--- src/rtl/instruction_loader.sv ---
// Streams UART bytes into 32-bit big-endian instruction words and writes them to instruction memory.
// A load starts on i_start and stops on the HALT word or when the last word slot has been written.
module instruction_loader #(
  parameter int          INST_MEM_ADDR_WIDTH = 9,
  parameter logic [31:0] HALT_INSTRUCTION    = 32'hFFFFFFFF
) (
  input  logic                           i_clk,
  input  logic                           i_reset,
  input  logic                           i_start,
  input  logic [7:0]                     i_rx_data,
  input  logic                           i_rx_valid,
  output logic                           o_write_instruction_flag,
  output logic [31:0]                    o_instruction_to_write,
  output logic [INST_MEM_ADDR_WIDTH-1:0] o_address_to_write_inst,
  output logic                           o_loading,
  output logic                           o_done,
  output logic                           o_overflow,
  output logic [INST_MEM_ADDR_WIDTH-2:0] o_word_count
);

  localparam int AW        = INST_MEM_ADDR_WIDTH;
  localparam int WC_W      = AW - 1;
  localparam int CNT_MAX_I = (1 << (AW - 2)) - 1;

  localparam logic [AW-1:0]   LAST_ADDR = {{(AW-2){1'b1}}, 2'b00};
  localparam logic [WC_W-1:0] CNT_MAX   = WC_W'(CNT_MAX_I);

  typedef enum logic [1:0] {
    ST_IDLE    = 2'd0,
    ST_RECEIVE = 2'd1,
    ST_WRITE   = 2'd2,
    ST_DONE    = 2'd3
  } state_e;

  state_e          state_q, state_d;
  logic [1:0]      byte_cnt_q, byte_cnt_d;
  logic [23:0]     shift_q, shift_d;
  logic [31:0]     word_q, word_d;
  logic [AW-1:0]   addr_q, addr_d;
  logic [WC_W-1:0] count_q, count_d;
  logic            wr_q, wr_d;
  logic            loading_q, loading_d;
  logic            done_q, done_d;
  logic            ovf_q, ovf_d;

  always_comb begin
    state_d    = state_q;
    byte_cnt_d = byte_cnt_q;
    shift_d    = shift_q;
    word_d     = word_q;
    addr_d     = addr_q;
    count_d    = count_q;
    wr_d       = 1'b0;
    done_d     = done_q;
    ovf_d      = ovf_q;

    case (state_q)
      ST_IDLE, ST_DONE: begin
        if (i_start) begin
          state_d    = ST_RECEIVE;
          addr_d     = '0;
          count_d    = '0;
          byte_cnt_d = '0;
          done_d     = 1'b0;
          ovf_d      = 1'b0;
        end
      end

      ST_RECEIVE: begin
        if (i_rx_valid) begin
          shift_d    = {shift_q[15:0], i_rx_data};
          byte_cnt_d = byte_cnt_q + 2'd1;
          if (byte_cnt_q == 2'd3) begin
            word_d  = {shift_q, i_rx_data};
            wr_d    = 1'b1;
            state_d = ST_WRITE;
          end
        end
      end

      ST_WRITE: begin
        // A byte landing here is the first byte of the next word; it must not be dropped.
        if (i_rx_valid) begin
          shift_d    = {shift_q[15:0], i_rx_data};
          byte_cnt_d = byte_cnt_q + 2'd1;
        end
        if (count_q != CNT_MAX) begin
          count_d = count_q + WC_W'(1);
        end
        if ((word_q == HALT_INSTRUCTION) || (addr_q == LAST_ADDR)) begin
          state_d = ST_DONE;
          done_d  = 1'b1;
          ovf_d   = (word_q != HALT_INSTRUCTION);
        end else begin
          state_d = ST_RECEIVE;
          addr_d  = addr_q + AW'(4);
        end
      end

      default: state_d = ST_IDLE;
    endcase

    loading_d = (state_d == ST_RECEIVE) || (state_d == ST_WRITE);
  end

  always_ff @(posedge i_clk) begin
    if (!i_reset) begin
      state_q    <= ST_IDLE;
      byte_cnt_q <= '0;
      shift_q    <= '0;
      word_q     <= '0;
      addr_q     <= '0;
      count_q    <= '0;
      wr_q       <= 1'b0;
      loading_q  <= 1'b0;
      done_q     <= 1'b0;
      ovf_q      <= 1'b0;
    end else begin
      state_q    <= state_d;
      byte_cnt_q <= byte_cnt_d;
      shift_q    <= shift_d;
      word_q     <= word_d;
      addr_q     <= addr_d;
      count_q    <= count_d;
      wr_q       <= wr_d;
      loading_q  <= loading_d;
      done_q     <= done_d;
      ovf_q      <= ovf_d;
    end
  end

  assign o_write_instruction_flag = wr_q;
  assign o_instruction_to_write   = word_q;
  assign o_address_to_write_inst  = addr_q;
  assign o_loading                = loading_q;
  assign o_done                   = done_q;
  assign o_overflow               = ovf_q;
  assign o_word_count             = count_q;

endmodule

--- config.mk ---
export PLATFORM = sky130hd
export DESIGN_NAME = instruction_loader
export DESIGN_NICKNAME = d
export VERILOG_FILES = /design/src/rtl/instruction_loader.sv
export SDC_FILE = /design/constraint.sdc
export NUM_CORES = 1
export LEC_CHECK = 0
export CAP_MARGIN = 10
export CORE_MARGIN = 2
export CORE_UTILIZATION = 45
export CTS_BUF_LIST = sky130_fd_sc_hd__clkbuf_2 sky130_fd_sc_hd__clkbuf_4 sky130_fd_sc_hd__clkbuf_8
export CTS_CLUSTER_DIAMETER = 40
export DETAILED_ROUTE_END_ITERATION = 12
export PLACE_DENSITY = 0.71
export RECOVER_POWER = 100
export REMOVE_ABC_BUFFERS = 1
export SYNTH_ARGS = -nofsm -noshare
export SYNTH_HDL_FRONTEND = slang
export SYNTH_SLANG_ARGS = --single-unit
--- constraint.sdc ---
create_clock -name i_clk -period 2.1 [get_ports i_clk]
set_input_delay 0.315 -clock i_clk [delete_from_list [all_inputs] [get_ports i_clk]]
set_output_delay 0.315 -clock i_clk [all_outputs]
set_load 0.05 [all_outputs]
# ---- Word-level counts from Yosys, hierarchy flattened
# Index checks and enable logic that the tools add are counted.
dict set report classes {
  add_sub_neg 3
  multipliers 0
  div 0
  magnitude_cmp 0
  n_eq_ne 15
  n_shift 0
  muxes 20
  bitwise_logic 0
  n_reduce_logical 13
}
# cell count
set op_table {}
lappend op_table {{32-bit == test (second input constant)} 1}
lappend op_table {{32-bit != test (second input constant)} 1}
lappend op_table {{9-bit two-way mux} 2}
lappend op_table {{9-bit case mux with 2 select lines} 1}
lappend op_table {{8-bit two-way mux} 2}
lappend op_table {{8-bit case mux with 2 select lines} 1}
lappend op_table {{3-bit AND reduction} 5}
lappend op_table {{2-bit two-way mux} 6}
lappend op_table {{9-bit by 3-bit adder with 9-bit output (second input constant)} 1}
lappend op_table {{9-bit == test (second input constant)} 1}
lappend op_table {{8-bit by 1-bit adder with 8-bit output (second input constant)} 1}
lappend op_table {{2-bit == test (second input constant)} 4}
lappend op_table {{2-bit != test (second input constant)} 4}
lappend op_table {{8-bit by 7-bit != test with 1-bit output (second input constant)} 1}
lappend op_table {{2-bit case mux with 3 select lines} 1}
lappend op_table {{2-bit by 1-bit == test with 1-bit output (second input constant)} 2}
lappend op_table {{1-bit two-way mux} 4}
lappend op_table {{1-bit case mux with 2 select lines} 2}
lappend op_table {{2-bit case mux with 2 select lines} 1}
lappend op_table {{2-bit AND reduction} 2}
lappend op_table {{2-bit OR reduction} 2}
lappend op_table {{2-bit by 1-bit adder with 2-bit output (second input constant)} 1}
lappend op_table {{2-bit logical NOT} 1}
lappend op_table {{1-bit logical OR} 2}
lappend op_table {{other kinds (2)} 2}
dict set report totals {
  ff_bits 81
  latchBits 0
  mem_bits_rw 0
  romBits 0
  in_bits 12
  out_inout_bits 53
  mem_count 0
}

# ---- Logic depth before layout (Yosys ltp)
# Gate-level depths: netlist (run 1).
dict set report logic_depth {
  depth_word 6
  depth_mapped 8
  mapped_depth_nobuf 8
}

# ---- Worst setup path after synthesis (run 1)
# Ideal clock, no wire load.
dict set report synth_timing {
  kind {reg-to-reg}
  start {register addr_q[3], in the netlist o_address_to_write_inst[3]}
  end {register addr_q[8], in the netlist o_address_to_write_inst[8]}
  t_arrival_ns 1.911
  required_ns 1.985
  path_slack_ns 0.074
  path_stages_with_launch 8
  period_less_slack_ns 2.026
  cell_sequence {dfxtp_1 > ha_1 > nand2_1 > nor2_1 > ha_1 > a211oi_4 > and3_4 > o21a_1}
}
dict set report synth_between {
  elab_chain_len 4
  elab_cells_between_ends 7
  classes_between {1 x add/sub; 2 x eq/ne; 2 x mux; 2 x reduce/logical}
}
# item line
set synth_rtl {}
lappend synth_rtl {{start, declared} 39} ;# logic [AW-1:0] addr_q, addr_d;
lappend synth_rtl {{start signal, assigned} 123} ;# addr_q <= addr_d;
lappend synth_rtl {{parallel branches: the longest is 4 deep, another holds 9-bit by 3-bit adder with 9-bit output} -}
# Parallel ways; which one is timed is not known. The select of a mux whose other input is x is not followed.
# A chain may end at the register's enable or synchronous reset.

# ---- Worst setup path after layout (run 1)
dict set report layout_timing {
  start {register count_q[2], in the netlist o_word_count[2]}
  end {output port o_word_count[2]}
}
# item line
set layout_rtl {}
lappend layout_rtl {{start, declared} 40} ;# logic [WC_W-1:0] count_q, count_d;
lappend layout_rtl {{start signal, assigned} 124} ;# count_q <= count_d;
lappend layout_rtl {{end, declared} 18} ;# output logic [INST_MEM_ADDR_WIDTH-2:0] o_word_count
# No word-level cell between the ends.

==> results of run 1 <==
[power by group through the flow]
stage,registers [mW],logic (mW),clock network (mW)
after CTS,1.53,0.207,1.27
after detailed placement,1.57,0.205,0
after floorplan,1.58,0.100,0
after global placement,1.56,0.204,0
after global routing,1.53,0.221,1.35
final,1.53,0.204,1.24
[worst reg2reg max path, cell delays in order (launching register included)]
cell and delay (ps):
sky130_fd_sc_hd__dfxtp_1 390, sky130_fd_sc_hd__inv_1 70, sky130_fd_sc_hd__ha_2 430, sky130_fd_sc_hd__nand2_1 160
sky130_fd_sc_hd__a21o_1 200, sky130_fd_sc_hd__a211oi_1 380, sky130_fd_sc_hd__o21ai_0 160, sky130_fd_sc_hd__o31ai_1 80
[Yosys cell counts, types with 3 or more instances]
master | instances | area, um2
sky130_fd_sc_hd__nor2b_1 | 4 | 25.02
sky130_fd_sc_hd__a21o_1 | 3 | 22.52
sky130_fd_sc_hd__a21boi_0 | 57 | 427.9
sky130_fd_sc_hd__nand3_1 | 9 | 45.04
sky130_fd_sc_hd__xnor2_1 | 4 | 35.03
sky130_fd_sc_hd__a21oi_1 | 6 | 30.03
sky130_fd_sc_hd__o21ai_0 | 10 | 50.05
sky130_fd_sc_hd__dfxtp_1 | 79 | 1582
sky130_fd_sc_hd__nand4_1 | 8 | 50.05
sky130_fd_sc_hd__nand2_1 | 121 | 454.2
sky130_fd_sc_hd__nor2_1 | 16 | 60.06
sky130_fd_sc_hd__inv_1 | 4 | 15.01
sky130_fd_sc_hd__xor2_1 | 5 | 43.79
sky130_fd_sc_hd__clkbuf_1 | 22 | 82.58
sky130_fd_sc_hd__ha_1 | 6 | 75.07
sky130_fd_sc_hd__a211oi_1 | 4 | 30.03
[stage by stage]
stage | power (mW) | area [um2]
floorplan | 1.683 | 3266
global placement | 1.768 | 4113
detailed placement | 1.771 | 4113
CTS | 3.006 | 4333
global route | 3.103 | 4319
finish | 2.976 | 4319
[kinds of logic after synthesis]
logic type      after synthesis  synth area share
flops                        79            0.4692
buf+inv                      29           0.03675
xor+xnor                      9           0.02338
fa+ha+maj                     6           0.02227
other cells                   1          0.001113
mux                           1          0.006681
compound gates               93            0.2056
simple gates                174            0.2350
[state kept, by name, indices dropped and copies added, names as in the netlist, 2 cells and up]
register	flops
o_address_to_write_inst	7
o_word_count	8
shift_q	24
byte_cnt_q	2
state_q	2
o_instruction_to_write	32
[routing by layer]
metal,share of wire,global-route usage
met1,0.48,0.2436
met2,0.45,0.2854
met3,0.048,0.04508
met4,0.018,0.07436
met5,0,0
[worst min-delay path by stage]
stage	to	slack, ps	startpoint
final	o_overflow	320	i_reset
after global routing	o_done	320	i_reset
after global placement	o_instruction_to_write[28]	450	shift_q[20]
after detailed placement	shift_q[17]	460	shift_q[17]
after CTS	o_overflow	310	i_reset
after floorplan	o_address_to_write_inst[8]	430	i_reset
[layout make-up]
type                    count  area, um2  area share
inverters                   4      15.01    0.003476
clock buffers              11      138.9     0.03216
flip-flops and latches     79       1582      0.3662
well taps                  99      123.9     0.02868
multi-input cells         285       1660      0.3844
repair buffers             73      718.2      0.1663
clock inverters             5      81.33     0.01883
==> results.ini, run 1 <==
[finish]
most_frequent_standard_cell_in_the_layout_excluding_fill_and_tap_cells=sky130_fd_sc_hd__nand2_1
area_added_between_synthesis_and_finish_pct=28.14
antenna_cells_inserted=0
final_net_count=470
highest_count_cells_in_the_layout_ignoring_fill_and_taps=121 x sky130_fd_sc_hd__nand2_1, 79 x sky130_fd_sc_hd__dfxtp_1, 57 x sky130_fd_sc_hd__a21boi_0, 50 x sky130_fd_sc_hd__dlygate4sd3_1, 16 x sky130_fd_sc_hd__nor2_1
core_utilization_of_the_finished_layout=0.5955
fraction_of_layout_instances_using_a_drive_strength_above_1=0.07877
finish.cell_count_without_fillers=556
fillers=671

[critical_path]
worstSetupPathType=reg -> out
cp_data_arrival_time_ps=1700
largest_driver_fanout_on_the_critical_path=7
worst_r2r_start=state_q[0]
timing.critical_path.slowest_stage_cell=sky130_fd_sc_hd__dlygate4sd3_1
cp_slowest_stage_delay_ps=910
timing.critical_path.max_delay_family=buffers and inverters
critPathLaunchType=register
buf_inv_on_cp=1
critical_path_depth=1
crit-reg2reg-capture=o_loading
critPathCaptureType=output port
critical_path.startpoint=o_word_count[2]
worst-r2r-setup-slack_ps=170
timing.critical_path.required_ps=1780
crit_chain=dlygate4sd3_1
length_in_cells_of_the_worst_reg_to_reg_path=7
worst_setup_endpoint=o_word_count[2]

[route]
first_pass_iters=5
wirelength_mm=7.302
route.detailed.wl_per_inst_um=13.13
post_drt_via_cell_ratio=5.063
detail_route.iter0.violations=107
antenna_violating_nets_post_route=0
count_of_vias_placed_by_the_detailed_router=2815
drc=0

[clock_tree]
post-cts-setup-buffer-count=0
cts_made_buffers=9
postCtsResizedCells=0
clock_tree.htree_level_count=3
cts_sinks=79
clk-insertion-delay-late_ps=340
post_cts_hold_buffer_count=0
clk_path_buf_depth=2
clkTransAtPathRegs_ps=80
ctsRootBufferMaster=sky130_fd_sc_hd__clkbuf_8
cts_tree=done

[global_routing]
global_route_wire_length_before_repair_mm=12.23
grt.total_usage=0.1833
vias_in_the_first_global_route=2567
global_route.overflow_total=0
number_of_antenna_violations_at_the_first_check_in_global_routing=0
maximum_number_of_pins_on_one_net_before_global_route_repair=45

[run_status]
outcome=finished, final reports clean

[synth]
netlist_area_um2=3371
synth_async_sr_flop_share=0
synth_edf_count=0
synth_top_flop_cell=sky130_fd_sc_hd__dfxtp_1
synth-warning-count=0
ys_ff_latch=79
synth.avg_cell_area_um2=8.599
post_synthesis_sequential_area_ratio=0.4692
postSynthCellCount=392
synthDistinctLibCells=43

[pwr]
share_of_power_burned_in_registers=0.514
intPower_mw=2.295
power.share.clock=0.417
power.combinational.fraction=0.068
worst_ir_drop_vdd_v=0.0003325
p_switching_uw=681.3
power.share.switching=0.2289
power.static_leakage_nw=1.681
pwr_cell_area_nw_per_um2=689.0

[sta]
final.setup_skew_ps=9.670
worst_slack_ps=87.54
post-route-period-util=0.9583
final-max-slew-violation-count=0
setup_total_negative_slack_ps=0
fmax_mhz=496.9
setup_viol=0
max-slew-margin-rel=0.5470
final.hold.worst_slack_ps=324.0
grt_setup_unrepaired=no
worst-slew-pin-transition_ps=679.4
post-route-min-period_ps=2012
hold_viol_final=0

[floorplanning]
boundaryPins=65
initial_core_utilization=0.4647
chipHeight_um=90.55
die_area_um2=8198
row_count=31
die-width_um=90.55
core_area_um2=7253

[place]
numPortBuffers=62
placed_cells=540
gp_congestion=0.8409
hpwl_mm=4.968
preCtsSetupSlack_ps=118.5

[run]
maxCapViolations=0

[worst_hold_path]
hold_depth=3
worst_hold_path_type=in -> reg

Note: power is estimated with default switching activity, not from simulation.
==> run 2: changes to the inputs <==
CORE_MARGIN = not set   (was 2)
==> run 2 against run 1 <==
  * Flip-flop and latch count did not move
  * Die area decreased by 4.4%
  * Clock power rose by 20%
  * Worst hold slack gained 120 ps
  * Critical path depth unchanged
  * Critical endpoint is now o_address_to_write_inst[3]
  * Final cell count decreased by 0.36%
  * Utilization increased by 0.19 points
  * Via count shrank 0.46%
  * Count of clock-buffer cells in the layout decreased by 2
  * Sequential power about the same
==> results.ini, run 2 (synthesis results as in run 1) <==
[route]
drc=0  ; unchanged
first_pass_iters=4  ; -1
antenna_violating_nets_post_route=0  ; unchanged
post_drt_via_cell_ratio=5.058  ; -0.10%
detail_route.iter0.violations=184  ; +72%
wirelength_mm=7.227  ; -1.0%
count_of_vias_placed_by_the_detailed_router=2802  ; -0.46%
route.detailed.wl_per_inst_um=13.05  ; -0.67%

[place]
gp_congestion=0.8267  ; -1.7%
placed_cells=538  ; -0.37%
numPortBuffers=62  ; unchanged
hpwl_mm=4.961  ; -0.13%
placed_area_um2=4085  ; -0.67%

[run]
maxCapViolations=0  ; unchanged

[sta]
fmax_mhz=503.1  ; +1.2%
post-route-min-period_ps=1988  ; -24.71 ps
worst-slew-pin-transition_ps=712.4  ; +32.97 ps
hold_viol_final=0  ; unchanged
post-route-period-util=0.9465  ; -0.01177
max-slew-margin-rel=0.5251  ; -0.02198
grt_setup_unrepaired=no
setup_viol=0  ; unchanged
final.setup_skew_ps=9.275  ; -0.3946 ps
final-max-slew-violation-count=0  ; unchanged

[clock_tree]
cts_sinks=79  ; unchanged
ctsRootBufferMaster=sky130_fd_sc_hd__clkbuf_8
post-cts-setup-buffer-count=0  ; unchanged
clock_tree.htree_level_count=3  ; unchanged
clk_path_buf_depth=2  ; unchanged
postCtsResizedCells=0  ; unchanged
cts_tree=done
post_cts_hold_buffer_count=0  ; unchanged
clkTransAtPathRegs_ps=90  ; about the same
clk-insertion-delay-late_ps=350  ; about the same
cts_made_buffers=9  ; unchanged

[critical_path]
cp_slowest_stage_delay_ps=900  ; about the same
timing.critical_path.slowest_stage_cell=sky130_fd_sc_hd__dlygate4sd3_1
timing.critical_path.max_delay_family=buffers and inverters
cp_data_arrival_time_ps=1670  ; -30 ps
worst-r2r-setup-slack_ps=140  ; -30 ps
critPathCaptureType=output port
buf_inv_on_cp=1  ; unchanged
critPathLaunchType=register
largest_driver_fanout_on_the_critical_path=6  ; -1
worstSetupPathType=reg -> out
timing.critical_path.required_ps=1780  ; about the same
crit_chain=dlygate4sd3_1

[global_routing]
maximum_number_of_pins_on_one_net_before_global_route_repair=34  ; -24%
global_route_wire_length_before_repair_mm=11.92  ; -2.5%
number_of_antenna_violations_at_the_first_check_in_global_routing=0  ; unchanged
vias_in_the_first_global_route=2539  ; -1.1%
global_route.overflow_total=0  ; unchanged
grt.total_usage=0.1992  ; +0.01597

[floorplanning]
boundaryPins=65  ; unchanged
chipHeight_um=88.55  ; -2.2%
initial_core_utilization=0.4647  ; unchanged
die_area_um2=7840  ; -4.4%
core_area_um2=7253  ; unchanged
die-width_um=88.55  ; -2.2%
row_count=31  ; unchanged

[finish]
fraction_of_layout_instances_using_a_drive_strength_above_1=0.08132  ; +0.002544
final_design_area_no_fill_um2=4333  ; +0.32%
most_frequent_standard_cell_in_the_layout_excluding_fill_and_tap_cells=sky130_fd_sc_hd__nand2_1
final_net_count=468  ; -0.43%
finish.cell_count_without_fillers=554  ; -0.36%
highest_count_cells_in_the_layout_ignoring_fill_and_taps=121 x sky130_fd_sc_hd__nand2_1, 79 x sky130_fd_sc_hd__dfxtp_1, 57 x sky130_fd_sc_hd__a21boi_0, 50 x sky130_fd_sc_hd__dlygate4sd3_1, 16 x sky130_fd_sc_hd__nor2_1
antenna_cells_inserted=0  ; unchanged
area_added_between_synthesis_and_finish_pct=28.55
largest_register_ff_count=32  ; unchanged

[worst_hold_path]
worst_hold_path_type=in -> reg

[run_status]
outcome=finished, final reports clean

[pwr]
worst_ir_drop_vdd_v=0.0003384  ; +1.8%
pwr_cell_area_nw_per_um2=743.5  ; +7.9%
power.static_leakage_nw=1.682  ; about the same

run 2: layer usage:
layer | vias to the layer above | wire [um] | GRT usage
li1 | 1438 | - | -
met2 | 57 | 3309 | 0.3224
met3 | 11 | 256 | 0.04011
met1 | 1296 | 3559 | 0.2626
met4 | 0 | 102 | 0.07625
met5 | - | 0 | 0
run 2: through the flow:
stage	utilization	hold WS [ps]	setup TNS, ps	total power [mW]	worst slack [ps]
after global routing	0.5974	467.2	0	3.348	15.56
final	0.5974	441.8	0	3.221	112.3
after detailed placement	0.5632	456.7	0	1.773	101.9
after floorplan	-	432.5	-72.82	1.683	-72.82
after global placement	0.5632	451.2	0	1.770	164.9
after CTS	0.6000	438.1	0	3.257	76.55
run 2: final timing paths:
check                        startpoint                         end  depth (start not counted)
max          o_address_to_write_inst[3]  o_address_to_write_inst[3]                          1
min reg2reg                 shift_q[22]  o_instruction_to_write[30]                          2
min                             i_reset                      o_done                          2
max reg2reg                  state_q[0]             o_word_count[4]                          6
run 2: area by class of cell:
| class | count | area (um2) |
|---|---|---|
| Clock buffer | 9 | 123.9 |
| Clock inverter | 7 | 142.6 |
| Fill cell | 659 | 2920 |
| Inverter | 4 | 15.01 |
| Multi-Input combinational cell | 285 | 1673 |
| Sequential cell | 79 | 1582 |
| Tap cell | 99 | 123.9 |
| Timing Repair Buffer | 71 | 673.1 |
run 2: power by group:
| group | internal, mW | leakage [nW] | switching (mW) | total, mW |
|---|---|---|---|---|
| combinational | 0.0753 | 0.910 | 0.123 | 0.198 |
| clock | 0.916 | 0.134 | 0.577 | 1.49 |
| sequential | 1.52 | 0.638 | 0.0149 | 1.53 |
| total | 2.51 | 1.68 | 0.715 | 3.22 |
